### src/rtl/serial_magnitude_comparator.sv
// Multi-cycle magnitude comparator: walks two WIDTH-bit operands MSB first, DIGIT bits per
// cycle, stopping at the first differing digit. Optional counters: SERIAL_MAGNITUDE_COMPARATOR_STATS_EN.
module serial_magnitude_comparator #(
  parameter int unsigned WIDTH = 8,
  parameter int unsigned DIGIT = 2,
  parameter int unsigned CNT_W = 16
) (
  input  logic                          clk,
  input  logic                          rst_n,
  input  logic                          start,
  input  logic                          signed_mode,
  input  logic [WIDTH-1:0]              a,
  input  logic [WIDTH-1:0]              b,
`ifdef SERIAL_MAGNITUDE_COMPARATOR_STATS_EN
  input  logic                          stats_clr,
  output logic [CNT_W-1:0]              cnt_a_big,
  output logic [CNT_W-1:0]              cnt_b_big,
  output logic [CNT_W-1:0]              cnt_equal,
`endif
  output logic                          busy,
  output logic                          done,
  output logic                          a_big,
  output logic                          b_big,
  output logic                          equal,
  output logic [$clog2(WIDTH/DIGIT):0]  steps
);

  localparam int unsigned NDIG = WIDTH / DIGIT;
  localparam int unsigned SW   = $clog2(NDIG) + 1;
  localparam logic [WIDTH-1:0] MSB_MASK = {1'b1, {(WIDTH-1){1'b0}}};

  if ((WIDTH % DIGIT) != 0 || WIDTH < 2 || CNT_W < 1) begin : g_param_check
    $error("serial_magnitude_comparator: illegal WIDTH/DIGIT/CNT_W combination");
  end

  typedef enum logic [1:0] {S_IDLE, S_RUN, S_DONE} state_t;

  state_t            r_state;
  state_t            w_state_nxt;
  logic [WIDTH-1:0]  r_sa;
  logic [WIDTH-1:0]  r_sb;
  logic [SW-1:0]     r_cnt;
  logic              r_busy;
  logic              r_done;
  logic              r_a_big;
  logic              r_b_big;
  logic              r_equal;
  logic [SW-1:0]     r_steps;

  logic [DIGIT-1:0]  w_digit_a;
  logic [DIGIT-1:0]  w_digit_b;
  logic              w_digit_ne;
  logic              w_last;
  logic              w_load;
  logic              w_finish;
  logic              w_shift;
  logic [WIDTH-1:0]  w_sign_mask;

  assign w_digit_a   = r_sa[WIDTH-1 -: DIGIT];
  assign w_digit_b   = r_sb[WIDTH-1 -: DIGIT];
  assign w_digit_ne  = (w_digit_a != w_digit_b);
  assign w_last      = (r_cnt == SW'(NDIG));
  // Flipping both sign bits maps two's complement onto offset binary, so the unsigned walk stays valid.
  assign w_sign_mask = signed_mode ? MSB_MASK : '0;

  always_ff @(posedge clk) begin
    if (!rst_n) r_state <= S_IDLE;
    else        r_state <= w_state_nxt;
  end

  always_comb begin
    w_state_nxt = r_state;
    case (r_state)
      S_IDLE:  if (start) w_state_nxt = S_RUN;
      S_RUN:   if (w_digit_ne || w_last) w_state_nxt = S_DONE;
      S_DONE:  w_state_nxt = S_IDLE;
      default: w_state_nxt = S_IDLE;
    endcase
  end

  always_comb begin
    w_load   = 1'b0;
    w_finish = 1'b0;
    w_shift  = 1'b0;
    case (r_state)
      S_IDLE:  w_load = start;
      S_RUN: begin
        w_finish = w_digit_ne || w_last;
        w_shift  = !(w_digit_ne || w_last);
      end
      default: ;
    endcase
  end

  always_ff @(posedge clk) begin
    if (!rst_n) begin
      r_sa    <= '0;
      r_sb    <= '0;
      r_cnt   <= '0;
      r_busy  <= 1'b0;
      r_done  <= 1'b0;
      r_a_big <= 1'b0;
      r_b_big <= 1'b0;
      r_equal <= 1'b0;
      r_steps <= '0;
    end else begin
      r_busy <= (w_state_nxt != S_IDLE);
      r_done <= w_finish;
      if (w_load) begin
        r_sa  <= a ^ w_sign_mask;
        r_sb  <= b ^ w_sign_mask;
        r_cnt <= SW'(1);
      end else if (w_shift) begin
        r_sa  <= r_sa << DIGIT;
        r_sb  <= r_sb << DIGIT;
        r_cnt <= r_cnt + SW'(1);
      end
      if (w_finish) begin
        r_a_big <= w_digit_ne && (w_digit_a > w_digit_b);
        r_b_big <= w_digit_ne && (w_digit_b > w_digit_a);
        r_equal <= !w_digit_ne;
        r_steps <= r_cnt;
      end
    end
  end

  assign busy  = r_busy;
  assign done  = r_done;
  assign a_big = r_a_big;
  assign b_big = r_b_big;
  assign equal = r_equal;
  assign steps = r_steps;

`ifdef SERIAL_MAGNITUDE_COMPARATOR_STATS_EN
  localparam logic [CNT_W-1:0] CNT_MAX = '1;

  logic [CNT_W-1:0] r_cnt_a_big;
  logic [CNT_W-1:0] r_cnt_b_big;
  logic [CNT_W-1:0] r_cnt_equal;

  // Result registers are stable during the done cycle, so they select which counter to bump.
  always_ff @(posedge clk) begin
    if (!rst_n || stats_clr) begin
      r_cnt_a_big <= '0;
      r_cnt_b_big <= '0;
      r_cnt_equal <= '0;
    end else if (r_done) begin
      if (r_a_big && r_cnt_a_big != CNT_MAX) r_cnt_a_big <= r_cnt_a_big + CNT_W'(1);
      if (r_b_big && r_cnt_b_big != CNT_MAX) r_cnt_b_big <= r_cnt_b_big + CNT_W'(1);
      if (r_equal && r_cnt_equal != CNT_MAX) r_cnt_equal <= r_cnt_equal + CNT_W'(1);
    end
  end

  assign cnt_a_big = r_cnt_a_big;
  assign cnt_b_big = r_cnt_b_big;
  assign cnt_equal = r_cnt_equal;
`endif

endmodule

### config.mk
export PLATFORM = sky130hd
export DESIGN_NAME = serial_magnitude_comparator
export DESIGN_NICKNAME = d
export VERILOG_FILES = /design/src/rtl/serial_magnitude_comparator.sv
export SDC_FILE = /design/constraint.sdc
export NUM_CORES = 1
export LEC_CHECK = 0
export CAP_MARGIN = 20
export CELL_PAD_IN_SITES_DETAIL_PLACEMENT = 1
export CELL_PAD_IN_SITES_GLOBAL_PLACEMENT = 1
export CORE_ASPECT_RATIO = 0.6
export CORE_MARGIN = 5
export CORE_UTILIZATION = 39
export DETAILED_ROUTE_END_ITERATION = 8
export PLACE_DENSITY = 0.9
export SYNTH_ARGS = -nofsm -noshare
export SYNTH_HDL_FRONTEND = slang
export SYNTH_SLANG_ARGS = --single-unit
### constraint.sdc
create_clock -name clk -period 2.9 [get_ports clk]
set_clock_uncertainty 0.1 [all_clocks]
set_input_delay 0.725 -clock clk [delete_from_list [all_inputs] [get_ports clk]]
set_output_delay 0.725 -clock clk [all_outputs]
set_load 0.01 [all_outputs]
**After elaboration in Yosys (flattened, before gate mapping)**

Index checks and enable logic that the tools add are counted.

- Register bits after elaboration: 29
- Bits of input ports: 20
- Output and inout bits: 8
- Logic and storage cells: 42

- Add/sub/neg operators: 1
- Magnitude comparators: 2
- Equal/unequal tests: 3
- Mux-type cells: 13
- Bitwise logic cells: 3
- Reductions and logical operators: 9

Operators with widths:

| cell | count |
|---|---|
| 8-bit two-way mux | 5 |
| 8-bit bitwise XOR | 2 |
| 1-bit two-way mux | 5 |
| 2-bit > comparator | 2 |
| 2-bit two-way mux | 2 |
| 2-bit one-hot mux with 2 select lines | 1 |
| 2-bit nonzero test | 2 |
| 3-bit by 1-bit adder with 3-bit output, second input constant | 1 |
| 3-bit equality test, second input constant | 1 |
| 2-bit by 1-bit equality test with 1-bit output, second input constant | 1 |
| 1-bit logical AND | 2 |
| 1-bit logical NOT | 2 |
| 2-bit logical NOT | 1 |
| 2-bit != test | 1 |
| 2-bit OR reduction | 1 |
| 1-bit logical OR | 1 |
| 1-bit NOT | 1 |

**Depth between registers and ports, before layout**

- Depth after elaboration: 6
- Depth in mapped cells: 8
- Gate-level depth less buffers: 6

**Worst setup path before layout**

OpenSTA, ideal clock, no wires.

- Kind: flip-flop to flip-flop
- Start: register r_sa[7]
- End: register r_sa[2]
- Setup time: 119 ps
- Arrival time: 1441 ps
- Slack: 1239 ps
- Cell stages (with the launch flop): 9
- Buffers on the path: 2
- Cells stage by stage: dfxtp_1 inv_1 ha_1 and2_4 and3_1 buf_4 buf_6 a21oi_1 a21oi_1

- Word-level cells in the longest chain between the ends: 5

RTL lines:

| item | RTL line | text |
|---|---|---|
| from (decl) | 40 | `logic [WIDTH-1:0] r_sa;` |
| from (signal assigned) | 110 | `r_sa <= a ^ w_sign_mask;` |
| from (signal assigned) | 114 | `r_sa <= r_sa << DIGIT;` |
| 2-bit != test | 61 | `assign w_digit_ne = (w_digit_a != w_digit_b);` |
| 1-bit logical OR | 89 | `w_shift = !(w_digit_ne \|\| w_last);` |
| 1-bit logical NOT | 89 |  |
| 1-bit two-way mux | 85 | `case (r_state)` |
| 2-bit nonzero test (no line) | -- |  |

Every way passes these cells.
A chain may end at the register's enable or synchronous reset.

**Worst setup path in the final report**

- Start: register r_sa[7]
- End: register r_sb[7]

- Word-level cells in the longest chain between the ends: 5

RTL lines:

| item | RTL line | text |
|---|---|---|
| 2-bit != test | 61 |  |
| 1-bit logical OR | 89 |  |
| 1-bit logical NOT | 89 |  |
| 1-bit two-way mux | 85 |  |
| 2-bit nonzero test (no line) | -- |  |
| to (signal assigned) | 111 | `r_sb <= b ^ w_sign_mask;` |
| to (signal assigned) | 115 | `r_sb <= r_sb << DIGIT;` |
| to (decl) | 41 | `logic [WIDTH-1:0] r_sb;` |

Every way passes these cells.

==> run summary <==
pin count of the biggest net entering global routing: 19
Core Box Area: 3200 um^2
Worst setup startpoint: r_sa[7]
setup bufs post-CTS: 0
count of cells resized by post-cts repair: 0
Mapped Avg Cell Area: 8.84 um^2
count of boundary I/O pins: 28
biggest cell delay along the critical path: 0.52 ns
Total Power Consumption: 1.03 mW
clock tree buffer depth: 2
start of the worst register-to-register path: r_sa[7]
routability congestion estimate: 0.774
Clk Latency, worst-skew pair: 0.27 ns
TritonCTS Sinks: 29
worst hold slack: 0.351 ns
pwr/cell area: 619 nW/um^2
Max Clk Rate: 0.474 GHz
EDFF count, synth: 0
Crit Path Class: reg2reg
post-route met1 wirelength: 1390 um
Critical Path Slowest Stage Cell: sky130_fd_sc_hd__and3_1
number of antenna violations at the first check in global routing: 0
top post-synthesis cells by area: sky130_fd_sc_hd__dfxtp_1 45%, sky130_fd_sc_hd__a21oi_1 9.4%, sky130_fd_sc_hd__nand2_1 6.4%, sky130_fd_sc_hd__ha_1 3.9%, sky130_fd_sc_hd__o21ai_0 3.9%
sequential share of the synthesized area: 45.3%
total iterations of the first detailed-routing run: 4
number of warnings printed during yosys synthesis: 0
minimum clock period: 2.11 ns
area share of the largest cell type after synthesis: 45.3%
height of the die: 54.4 um
GRT Util Overall: 16.1%
Total Die Area: 4570 um^2
Rows: 16
type of destination of the critical path: flop
Avg WL per Cell: 15.1 um
result of the run: complete, no violations
CTS root buffer: sky130_fd_sc_hd__clkbuf_8
setup_tns: 0 ns
Diodes inserted: 0
Simple-Gate Fraction of Synth Area: 17.7%
cell-internal power: 0.735 mW
detailed route wirelength on metal3: 152 um
worst supply voltage drop on vdd: 209 uV
total standard cell area after synthesis: 1280 um^2
prevailing post-synth register cell: sky130_fd_sc_hd__dfxtp_1
number of unique standard cell types used by synthesis: 33
combinational share of power: 22.7%
pre-CTS setup slack: 0.626 ns
CTS HTree Levels: 2
share of total power in sequential cells: 45.3%
1st-iter DRT viols: 19
portion of the clock cycle consumed by the worst path in the final layout: 72.7%
post-synthesis mux area share: 1.56%
DRC: 0
total nets after synthesis: 169
chain of cells forming the critical path: inv_1 > ha_1 > and2_4 > and3_1 > a21oi_1 > a221oi_2
Max Fanout on Critical Path: 15
switching power total: 0.293 mW
post-synthesis register bit count: 29
synthesized-area fraction occupied by adder cells: 3.91%
routed wire length: 3290 um
source of the worst hold timing path: r_sb[6]
GRT Residual Overflow: 0
CP arrival: 2.20 ns
final setup slack of the worst path: 0.792 ns
complex-gate fraction of the synthesized area: 23.7%
final cell area excluding filler cells: 1660 um^2
fraction of final layout cells sized beyond drive strength 1: 9.83%
asr flop ratio synth: 0%
number of vias after detailed routing: 1,109
WP buf/inv: 1
Slew HR: 62.9%
Hold Violations, Final: 0
width of the chip: 84.0 um
endpoint required time on the critical path: 2.99 ns
instance area at placement: 1580 um^2
HPWL after DPL: 2530 um
category of cells accounting for the largest share of critical-path delay: simple AND/OR/NAND/NOR gates
worst hold-check path type: reg2reg
PortBufs: 27
topmost layer with routed signal wires: met4
static leakage: 0.632 nW
area growth from synthesis to layout: 29.7%
XOR/XNOR Fraction of Synth Area: 2.05%
Total Nets Final: 197
Switching Share: 28.5%
Vias per Instance: 5.09
final setup fails: 0
hold_buf cts: 0
top cells by count, synth: 29 x sky130_fd_sc_hd__dfxtp_1, 24 x sky130_fd_sc_hd__a21oi_1, 22 x sky130_fd_sc_hd__nand2_1
Synth Instances: 145
fill cell count: 389
CTS clk-pin slew, worst paths: 0.06 ns
vias in the first global route: 1,184
initial standard-cell utilization of the core: 40.0%
transition time of the tightest slew-check pin: 0.557 ns
launching element type of the critical path: flop
clock group share of total power: 32.0%
TritonCTS clock tree: built
total CTS buffers: 5
RSZ-0062 raised after global routing: false
library cell with the highest instance count after synthesis: sky130_fd_sc_hd__dfxtp_1
number of routed nets with antenna violations: 0
final count of pins violating max slew: 0
maxcap violations: 0
wire length of the first global-routing pass: 5530 um
Routed met2 length: 1660 um
cell taking the most area after synthesis: sky130_fd_sc_hd__dfxtp_1
largest family of logic cells by synthesized area: compound AO/OA/AOI/OAI gates
==> worst register-to-register path, cell delays in order (launching register included) <==
cell                       delay (ns)
sky130_fd_sc_hd__dfxtp_1         0.34
sky130_fd_sc_hd__inv_1           0.06
sky130_fd_sc_hd__ha_1            0.32
sky130_fd_sc_hd__and2_4          0.19
sky130_fd_sc_hd__and3_1          0.52
sky130_fd_sc_hd__a21oi_1         0.21
sky130_fd_sc_hd__a221oi_2        0.29
==> metal layers <==
layer / vias up / global-route usage [%]
met5: - / 0
met4: 0 / 7.75
met3: 12 / 5.71
met2: 23 / 30.9
met1: 524 / 16.3
li1: 550 / -
==> worst paths after layout <==
path | endpoint | slack, ns | cells after the start
max | r_sb[7] | 0.79 | 6
min | r_sb[6] | 0.35 | 2
max reg2reg | r_sb[7] | 0.79 | 6
min reg2reg | r_sb[6] | 0.35 | 2
==> registers in the layout, indices dropped and copies added (netlist names) <==
name     count
r_sa         8
r_sb         8
r_cnt        3
steps        3
r_state      2
a_big        1
b_big        1
busy         1
done         1
equal        1
==> cells in the final DEF, fill, tap and decap left out, drive strengths merged, types with 2 or more instances in the layout <==
master,n
dfxtp,29
clkdlybuf4s50,27
a21oi,24
nand2,23
o21ai,10
inv,7
a21boi,7
clkbuf,7
nand3,6
and2,5
ha,4
nor2,3
nor2b,3
xnor2,2
a221oi,2
mux2i,2
buf,2
==> cell families (layout without fill, tap and decap cells) <==
| family | count (synthesis) | in the layout |
|---|---|---|
| flops | 29 | 29 |
| compound gates | 47 | 47 |
| mux | 2 | 2 |
| fa+ha+maj | 4 | 4 |
| xor+xnor | 3 | 3 |
| simple gates | 45 | 45 |
| buf+inv | 15 | 43 |
==> area by class of cell <==
class / instances / area, um^2 / share of cell area [%]
Inverter: 7 / 26.3 / 1.58
Tap cell: 45 / 56.3 / 3.39
Sequential cell: 29 / 581 / 34.9
Multi-Input combinational cell: 101 / 627 / 37.7
Timing Repair Buffer: 29 / 285 / 17.2
Clock buffer: 7 / 86.3 / 5.20
==> power by group through the flow <==
stage	sequential (mW)	combinational (mW)	clock, mW
floorplan	0.471	0.151	0
global placement	0.469	0.217	0
detailed placement	0.474	0.232	0
CTS	0.466	0.235	0.336
global route	0.470	0.259	0.358
finish	0.466	0.233	0.330
==> metrics by stage <==
step	instances	utilization [%]
2_1_floorplan	145	-
3_3_place_gp	211	49.2
3_5_place_dp	211	49.2
4_1_cts	218	51.9
5_1_grt	218	51.9
6_report	218	51.9
(Power assumes the default switching activity.)
